### src/rtl/door_motor_driver_if.sv
`timescale 1ns/1ps
`default_nettype none
// ============================================================================
// Module   : door_motor_driver_if
// Brief    : Request, limit and H-bridge bundle between the door FSM and the
//            motor driver stage.
// Revision : 1.0 - initial release
// ============================================================================
interface door_motor_driver_if #(
  parameter int PWM_BITS = 8
) ();
  logic                ena;
  logic                cmd_open;
  logic                cmd_close;
  logic                lim_open;
  logic                lim_closed;
  logic                fault_clr;
  logic                mot_a;
  logic                mot_b;
  logic                fault;
  logic [2:0]          state;
  logic [PWM_BITS:0]   duty;

  modport master (
    output ena, cmd_open, cmd_close, lim_open, lim_closed, fault_clr,
    input  mot_a, mot_b, fault, state, duty
  );

  modport slave (
    input  ena, cmd_open, cmd_close, lim_open, lim_closed, fault_clr,
    output mot_a, mot_b, fault, state, duty
  );
endinterface
`default_nettype wire

### src/rtl/door_motor_driver.sv
`timescale 1ns/1ps
`default_nettype none
// ============================================================================
// Module   : door_motor_driver
// Brief    : H-bridge driver with dead-time, PWM soft-start ramp and travel
//            timeout fault, fed by one-hot open/close requests.
// Revision : 1.0 - initial release
// ============================================================================
module door_motor_driver #(
  parameter int DEAD_CYCLES    = 16,
  parameter int PWM_BITS       = 8,
  parameter int RAMP_DIV       = 64,
  parameter int TIMEOUT_CYCLES = 2000000
) (
  input  logic                 clk,
  input  logic                 rst_n,
  door_motor_driver_if.slave   io_drv
);

  localparam int c_DEAD_W = (DEAD_CYCLES > 1) ? $clog2(DEAD_CYCLES) : 1;
  localparam int c_RAMP_W = (RAMP_DIV > 1) ? $clog2(RAMP_DIV) : 1;
  localparam int c_TO_W   = $clog2(TIMEOUT_CYCLES + 1);

  localparam logic [c_DEAD_W-1:0] c_DEAD_LAST = c_DEAD_W'(DEAD_CYCLES - 1);
  localparam logic [c_RAMP_W-1:0] c_RAMP_LAST = c_RAMP_W'(RAMP_DIV - 1);
  localparam logic [c_TO_W-1:0]   c_TO_LAST   = c_TO_W'(TIMEOUT_CYCLES - 1);
  localparam logic [PWM_BITS:0]   c_DUTY_MAX  = {1'b1, {PWM_BITS{1'b0}}};

  typedef enum logic [2:0] {
    ST_IDLE      = 3'd0,
    ST_DEAD      = 3'd1,
    ST_RUN_OPEN  = 3'd2,
    ST_RUN_CLOSE = 3'd3,
    ST_FAULT     = 3'd4
  } state_t;

  state_t                r_state;
  logic                  r_dir;       // 0 = open, 1 = close
  logic [c_DEAD_W-1:0]   r_dead_cnt;
  logic [PWM_BITS-1:0]   r_pwm_cnt;
  logic [c_RAMP_W-1:0]   r_ramp_cnt;
  logic [PWM_BITS:0]     r_duty;
  logic [c_TO_W-1:0]     r_to_cnt;

  state_t                w_state_nxt;
  logic                  w_dir_nxt;
  logic [c_DEAD_W-1:0]   w_dead_nxt;
  logic [PWM_BITS-1:0]   w_pwm_nxt;
  logic [c_RAMP_W-1:0]   w_ramp_nxt;
  logic [PWM_BITS:0]     w_duty_nxt;
  logic [c_TO_W-1:0]     w_to_nxt;

  logic                  w_req_open;
  logic                  w_req_close;
  logic                  w_req_any;
  logic                  w_dir_req;
  logic                  w_dir_lim;
  logic                  w_opp_req;
  logic                  w_pwm_on;

  // Both requests high is an invalid combination and counts as no request.
  assign w_req_open  = io_drv.cmd_open  & ~io_drv.cmd_close;
  assign w_req_close = io_drv.cmd_close & ~io_drv.cmd_open;
  assign w_req_any   = w_req_open | w_req_close;
  assign w_dir_req   = r_dir ? w_req_close       : w_req_open;
  assign w_dir_lim   = r_dir ? io_drv.lim_closed : io_drv.lim_open;
  assign w_opp_req   = r_dir ? w_req_open        : w_req_close;

  always_ff @(posedge clk or negedge rst_n) begin
    if (!rst_n) begin
      r_state    <= ST_IDLE;
      r_dir      <= 1'b0;
      r_dead_cnt <= '0;
      r_pwm_cnt  <= '0;
      r_ramp_cnt <= '0;
      r_duty     <= '0;
      r_to_cnt   <= '0;
    end else if (io_drv.ena) begin
      r_state    <= w_state_nxt;
      r_dir      <= w_dir_nxt;
      r_dead_cnt <= w_dead_nxt;
      r_pwm_cnt  <= w_pwm_nxt;
      r_ramp_cnt <= w_ramp_nxt;
      r_duty     <= w_duty_nxt;
      r_to_cnt   <= w_to_nxt;
    end
  end

  // Run counters default to zero so every RUN entry starts fresh and duty
  // reads zero whenever the bridge is not being driven.
  always_comb begin
    w_state_nxt = r_state;
    w_dir_nxt   = r_dir;
    w_dead_nxt  = '0;
    w_pwm_nxt   = '0;
    w_ramp_nxt  = '0;
    w_duty_nxt  = '0;
    w_to_nxt    = '0;

    case (r_state)
      ST_IDLE: begin
        if (w_req_open && !io_drv.lim_open) begin
          w_state_nxt = ST_DEAD;
          w_dir_nxt   = 1'b0;
        end else if (w_req_close && !io_drv.lim_closed) begin
          w_state_nxt = ST_DEAD;
          w_dir_nxt   = 1'b1;
        end
      end

      ST_DEAD: begin
        if (!w_req_any) begin
          w_state_nxt = ST_IDLE;
        end else if (w_opp_req) begin
          w_dir_nxt = ~r_dir;
        end else if (r_dead_cnt == c_DEAD_LAST) begin
          if (w_dir_lim) begin
            w_state_nxt = ST_IDLE;
          end else begin
            w_state_nxt = r_dir ? ST_RUN_CLOSE : ST_RUN_OPEN;
          end
        end else begin
          w_dead_nxt = r_dead_cnt + c_DEAD_W'(1);
        end
      end

      ST_RUN_OPEN, ST_RUN_CLOSE: begin
        if (w_dir_lim) begin
          w_state_nxt = ST_IDLE;
        end else if (w_opp_req) begin
          // A reversal always passes through dead-time before driving.
          w_state_nxt = ST_DEAD;
          w_dir_nxt   = ~r_dir;
        end else if (!w_dir_req) begin
          w_state_nxt = ST_IDLE;
        end else if (r_to_cnt == c_TO_LAST) begin
          w_state_nxt = ST_FAULT;
        end else begin
          w_pwm_nxt = r_pwm_cnt + PWM_BITS'(1);
          w_to_nxt  = r_to_cnt + c_TO_W'(1);
          w_duty_nxt = r_duty;
          if (r_ramp_cnt == c_RAMP_LAST) begin
            w_ramp_nxt = '0;
            if (r_duty != c_DUTY_MAX) begin
              w_duty_nxt = r_duty + (PWM_BITS + 1)'(1);
            end
          end else begin
            w_ramp_nxt = r_ramp_cnt + c_RAMP_W'(1);
          end
        end
      end

      ST_FAULT: begin
        if (io_drv.fault_clr && !io_drv.cmd_open && !io_drv.cmd_close) begin
          w_state_nxt = ST_IDLE;
        end
      end

      default: begin
        w_state_nxt = ST_IDLE;
      end
    endcase
  end

  assign w_pwm_on     = ({1'b0, r_pwm_cnt} < r_duty);
  assign io_drv.mot_a = io_drv.ena & (r_state == ST_RUN_OPEN)  & w_pwm_on;
  assign io_drv.mot_b = io_drv.ena & (r_state == ST_RUN_CLOSE) & w_pwm_on;
  assign io_drv.fault = (r_state == ST_FAULT);
  assign io_drv.state = r_state;
  assign io_drv.duty  = r_duty;

endmodule
`default_nettype wire

### src/flat_wrapper.sv
// flat-port wrapper written by rule: the top's interface ports become plain ports
module door_motor_driver_flat 
#(
  parameter int DEAD_CYCLES    = 16,
  parameter int PWM_BITS       = 8,
  parameter int RAMP_DIV       = 64,
  parameter int TIMEOUT_CYCLES = 2000000
)
  (clk, rst_n, io_drv_ena, io_drv_cmd_open, io_drv_cmd_close, io_drv_lim_open, io_drv_lim_closed, io_drv_fault_clr, io_drv_mot_a, io_drv_mot_b, io_drv_fault, io_drv_state, io_drv_duty);
  door_motor_driver_if #(.PWM_BITS(PWM_BITS)) io_drv_i ();
  input  logic clk;
  input  logic rst_n;
  input wire logic [$bits(io_drv_i.ena)-1:0] io_drv_ena;
  input wire logic [$bits(io_drv_i.cmd_open)-1:0] io_drv_cmd_open;
  input wire logic [$bits(io_drv_i.cmd_close)-1:0] io_drv_cmd_close;
  input wire logic [$bits(io_drv_i.lim_open)-1:0] io_drv_lim_open;
  input wire logic [$bits(io_drv_i.lim_closed)-1:0] io_drv_lim_closed;
  input wire logic [$bits(io_drv_i.fault_clr)-1:0] io_drv_fault_clr;
  output wire logic [$bits(io_drv_i.mot_a)-1:0] io_drv_mot_a;
  output wire logic [$bits(io_drv_i.mot_b)-1:0] io_drv_mot_b;
  output wire logic [$bits(io_drv_i.fault)-1:0] io_drv_fault;
  output wire logic [$bits(io_drv_i.state)-1:0] io_drv_state;
  output wire logic [$bits(io_drv_i.duty)-1:0] io_drv_duty;
  assign io_drv_i.ena = io_drv_ena;
  assign io_drv_i.cmd_open = io_drv_cmd_open;
  assign io_drv_i.cmd_close = io_drv_cmd_close;
  assign io_drv_i.lim_open = io_drv_lim_open;
  assign io_drv_i.lim_closed = io_drv_lim_closed;
  assign io_drv_i.fault_clr = io_drv_fault_clr;
  assign io_drv_mot_a = io_drv_i.mot_a;
  assign io_drv_mot_b = io_drv_i.mot_b;
  assign io_drv_fault = io_drv_i.fault;
  assign io_drv_state = io_drv_i.state;
  assign io_drv_duty = io_drv_i.duty;
  door_motor_driver #(.DEAD_CYCLES(DEAD_CYCLES), .PWM_BITS(PWM_BITS), .RAMP_DIV(RAMP_DIV), .TIMEOUT_CYCLES(TIMEOUT_CYCLES)) u_core (.clk(clk), .rst_n(rst_n), .io_drv(io_drv_i));
endmodule
### config.mk
export PLATFORM = sky130hd
export DESIGN_NAME = door_motor_driver_flat
export DESIGN_NICKNAME = d
export VERILOG_FILES = /design/src/rtl/door_motor_driver_if.sv /design/src/rtl/door_motor_driver.sv /design/src/flat_wrapper.sv
export SDC_FILE = /design/constraint.sdc
export NUM_CORES = 1
export LEC_CHECK = 0
export CORE_UTILIZATION = 55
export CTS_CLUSTER_SIZE = 8
export DETAILED_ROUTE_END_ITERATION = 8
export HOLD_SLACK_MARGIN = 0.02
export PLACE_DENSITY = 0.72
export SYNTH_ARGS = -nofsm -noshare
export SYNTH_HDL_FRONTEND = slang
export SYNTH_SLANG_ARGS = --single-unit
### constraint.sdc
create_clock -name clk -period 2.3 [get_ports clk]
set_input_delay 0.46 -clock clk [delete_from_list [all_inputs] [get_ports clk]]
set_output_delay 0.46 -clock clk [all_outputs]
set_load 0.01 [all_outputs]
==> flow_metrics.py <==
metrics = {
    "outcome": {
        "status": "complete, but fails checks",
        "failed_checks": "negative setup slack",
    },
    "clock_network": {
        "cts.sinks": 52,
        "cts-buffers-inserted": 5,
        "cts.htree.levels": 2,
        "cts-root-buf": "clkbuf_8",
        "clk_path_buf_depth": 2,
        "cts_tree": "yes",
        "clk_pin_slew_ns": 0.10,
        "cts-hold-fix-buffers": 0,
        "clk_latency_ns": 0.31,
    },
    "logic_synthesis": {
        "synth_ff_type": "dfrtp_1",
        "ys_seq_elements": 52,
        "async_reset_ff_share_pct": 100,
        "synth_area_sq_um": 3260,
        "yosysWarnings": 0,
        "syn_nets": 369,
        "yosysSeqAreaShare_pct": 39.9,
        "synth_edf_count": 0,
        "synth_cell_types": 57,
        "synth.avg_cell_area_sq_um": 9.43,
        "netlist_instances": 346,
    },
    "routing": {
        "highest_layer": "met4",
        "vias": 2868,
        "wl_met3_microns": 268,
        "drt_pass1_iterations": 4,
        "drt_first_iter_violations": 161,
        "wl_met1_microns": 3590,
        "drt-vias-per-instance": 5.98,
        "ant_nets": 0,
        "wl_met2_microns": 3750,
        "wire_per_inst_microns": 16.1,
        "wirelength_microns": 7730,
        "drcViolationCount": 0,
    },
    "setup_path": {
        "cpPeakStageDelay_ns": 0.40,
        "crit_path_max_fanout": 2,
        "crit_buf_inv": 2,
        "crit_required_ns": 1.84,
        "critPathKind": "register to output port",
        "r2r_setup_slack_ns": 0.25,
        "cp.arrival_ns": 1.87,
        "startpoint_type": "register",
        "slowest_stage": "dfrtp_1",
        "crit_chain": "inv_2 -> ha_4 -> a21o_1 -> a211oi_2 -> o31ai_2 -> a211oi_1 -> buf_2",
        "cp-end-kind": "output port",
        "cp_top_family": "compound AO/OA/AOI/OAI gates",
    },
    "timing": {
        "rsz0062_at_grt": "true",
        "report.final.slew_viol_count": 0,
        "maxSlewHeadroom_pct": 69.6,
        "finalHoldViolations": 0,
        "timing.final.crit_share_pct": 101,
        "final.setup.worst_slack_ns": -0.0260,
        "setup_viol_count_final": 2,
        "fmax_ghz": 0.430,
        "worst_pin_slew_ns": 0.452,
        "period_minus_slack_ns": 2.33,
        "worst_clock_skew_ns": 0.00692,
    },
    "cells_and_area": {
        "drive_gt1_share_pct": 22.8,
        "syn_to_final_growth_pct": 24.0,
        "diodes": 0,
        "most-common-layout-cells": "52 x dfrtp_1, 44 x buf_4, 25 x nand2_1, 25 x nor2_1, 21 x nand3_1",
        "final_nets": 430,
        "layout_commonest_cell": "dfrtp_1",
        "utilization_pct": 72.2,
    },
    "pwr": {
        "p_leak_nw": 1.80,
        "power.total_mw": 2.22,
        "p_per_area_nw_per_um2": 548,
        "vdd_drop_max_mv": 0.344,
    },
    "grt": {
        "grt_pass1_vias": 2833,
        "grt_overflow": 0,
        "grt_max_degree": 25,
        "grt_antenna_before_repair": 0,
        "grt_pass1_wl_microns": 12900,
        "grt.total_usage_pct": 26.2,
    },
    "min_path": {
        "min_path_type": "primary input to async pin",
    },
    "placement": {
        "portBuffers": 22,
        "place_congestion": 0.853,
        "dp_slack_ns": -0.244,
        "place_hpwl_microns": 5450,
    },
    "floorplanning": {
        "die_area_sq_um": 6240,
        "io_pins": 23,
        "die_h_microns": 79.0,
        "initial_core_util_pct": 58.2,
        "die_w_microns": 79.0,
        "num_rows": 27,
        "coreArea_sq_um": 5610,
    },
    "run": {
        "maxCapViolCount": 0,
    },
}
==> stage by stage <==
stage | hold WS (ns) | area [sq um] | instances | setup TNS, ns
6_report | 0.0417 | 4050 | 480 | -0.0473
3_5_place_dp | 0.386 | 3830 | 471 | -7.65
2_1_floorplan | 0.164 | 3260 | 346 | 0
3_3_place_gp | 0.387 | 3830 | 471 | -6.02
5_1_grt | 0.0542 | 4050 | 480 | -0.265
4_1_cts | 0.0478 | 3950 | 480 | -0.102
==> metal layers <==
| layer | vias up | track usage, % |
|---|---|---|
| li1 | 1409 | - |
| met1 | 1383 | 34.1 |
| met2 | 62 | 44.0 |
| met3 | 14 | 4.94 |
| met4 | 0 | 8.36 |
| met5 | - | 0 |
==> final timing paths <==
| kind | startpoint | end | cells past startpoint |
|---|---|---|---|
| max | u_core.io_drv.duty[6] | io_drv_mot_b | 7 |
| min | rst_n | u_core.io_drv.duty[6] | 1 |
| max reg2reg | u_core.r_ramp_cnt[0] | u_core.io_drv.duty[5] | 6 |
| min reg2reg | u_core.r_dead_cnt[3] | u_core.r_dead_cnt[3] | 1 |
| max in group asynchronous | rst_n | u_core.io_drv.duty[0] | 2 |
| min in group clk | u_core.r_dead_cnt[3] | u_core.r_dead_cnt[3] | 1 |
==> power by group <==
| part | internal (mW) | leakage, nW | switching (mW) |
|---|---|---|---|
| Sequential | 0.951 | 0.720 | 0.0812 |
| Clock | 0.328 | 0.0548 | 0.320 |
| Combinational | 0.270 | 1.03 | 0.269 |
==> what timing repair did <==
item | CTS | global route
gates cloned | 0 | 0
setup endpoints to repair | 3 | 13
buffers inserted | 1 | 0
pin swaps | 4 | 6
gates resized for setup | 10 | 16
==> state kept, by name, indices dropped and copies added, names as in the netlist <==
| signal | flops |
|---|---|
| u_core.r_to_cnt | 21 |
| u_core.io_drv.duty | 9 |
| u_core.r_pwm_cnt | 8 |
| u_core.r_ramp_cnt | 6 |
| u_core.r_dead_cnt | 4 |
| u_core.io_drv.state | 3 |
| u_core.r_dir | 1 |
==> kinds of logic after synthesis <==
kind of cell | Yosys count | synth area share, %
adder cells (fa/ha/maj) | 15 | 5.75
buffers and inverters | 35 | 5.41
AND/OR/NAND/NOR | 129 | 22.3
XOR/XNOR | 12 | 3.22
flip-flops | 52 | 39.9
AO/OA/AOI/OAI | 95 | 20.5
multiplexers | 8 | 2.95
==> cells in the mapped netlist, types with 2 or more instances <==
| cell type | instances | area share (%) |
|---|---|---|
| nand3_1 | 22 | 3.4 |
| a31oi_1 | 18 | 3.5 |
| and2_1 | 2 | 0.38 |
| mux2_2 | 2 | 0.69 |
| o21ai_0 | 17 | 2.6 |
| a22o_1 | 2 | 0.54 |
| a22o_2 | 2 | 0.61 |
| nand2_1 | 25 | 2.9 |
| and3_1 | 6 | 1.2 |
| xnor2_1 | 8 | 2.1 |
| buf_2 | 3 | 0.46 |
| a21oi_4 | 2 | 1.0 |
| a21oi_1 | 19 | 2.9 |
| nor3_1 | 5 | 0.77 |
| a21o_1 | 8 | 1.8 |
| o31ai_1 | 8 | 1.8 |
| nor4_1 | 3 | 0.58 |
| mux2i_1 | 4 | 1.2 |
| ha_1 | 15 | 5.8 |
| inv_1 | 21 | 2.4 |
| a41oi_1 | 4 | 1.1 |
| o21ba_2 | 2 | 0.61 |
| nand2b_1 | 10 | 1.9 |
| xor2_1 | 4 | 1.1 |
| clkbuf_1 | 5 | 0.58 |
| nand4_1 | 12 | 2.3 |
| o2bb2ai_1 | 2 | 0.54 |
| nor3_4 | 2 | 1.0 |
| a211oi_1 | 3 | 0.69 |
| nor2_1 | 27 | 3.1 |
| dfrtp_1 | 52 | 40 |
| and4_1 | 2 | 0.54 |
| buf_6 | 5 | 1.7 |
==> final cells by class <==
type / instances / area (sq um)
Tap cell: 72 / 90.1
Clock inverter: 3 / 46.3
Inverter: 21 / 78.8
Sequential cell: 52 / 1300
Multi-Input combinational cell: 259 / 1890
Timing Repair Buffer: 68 / 576
Fill cell: 432 / 1560
Clock buffer: 5 / 68.8
(Power assumes the default switching activity.)
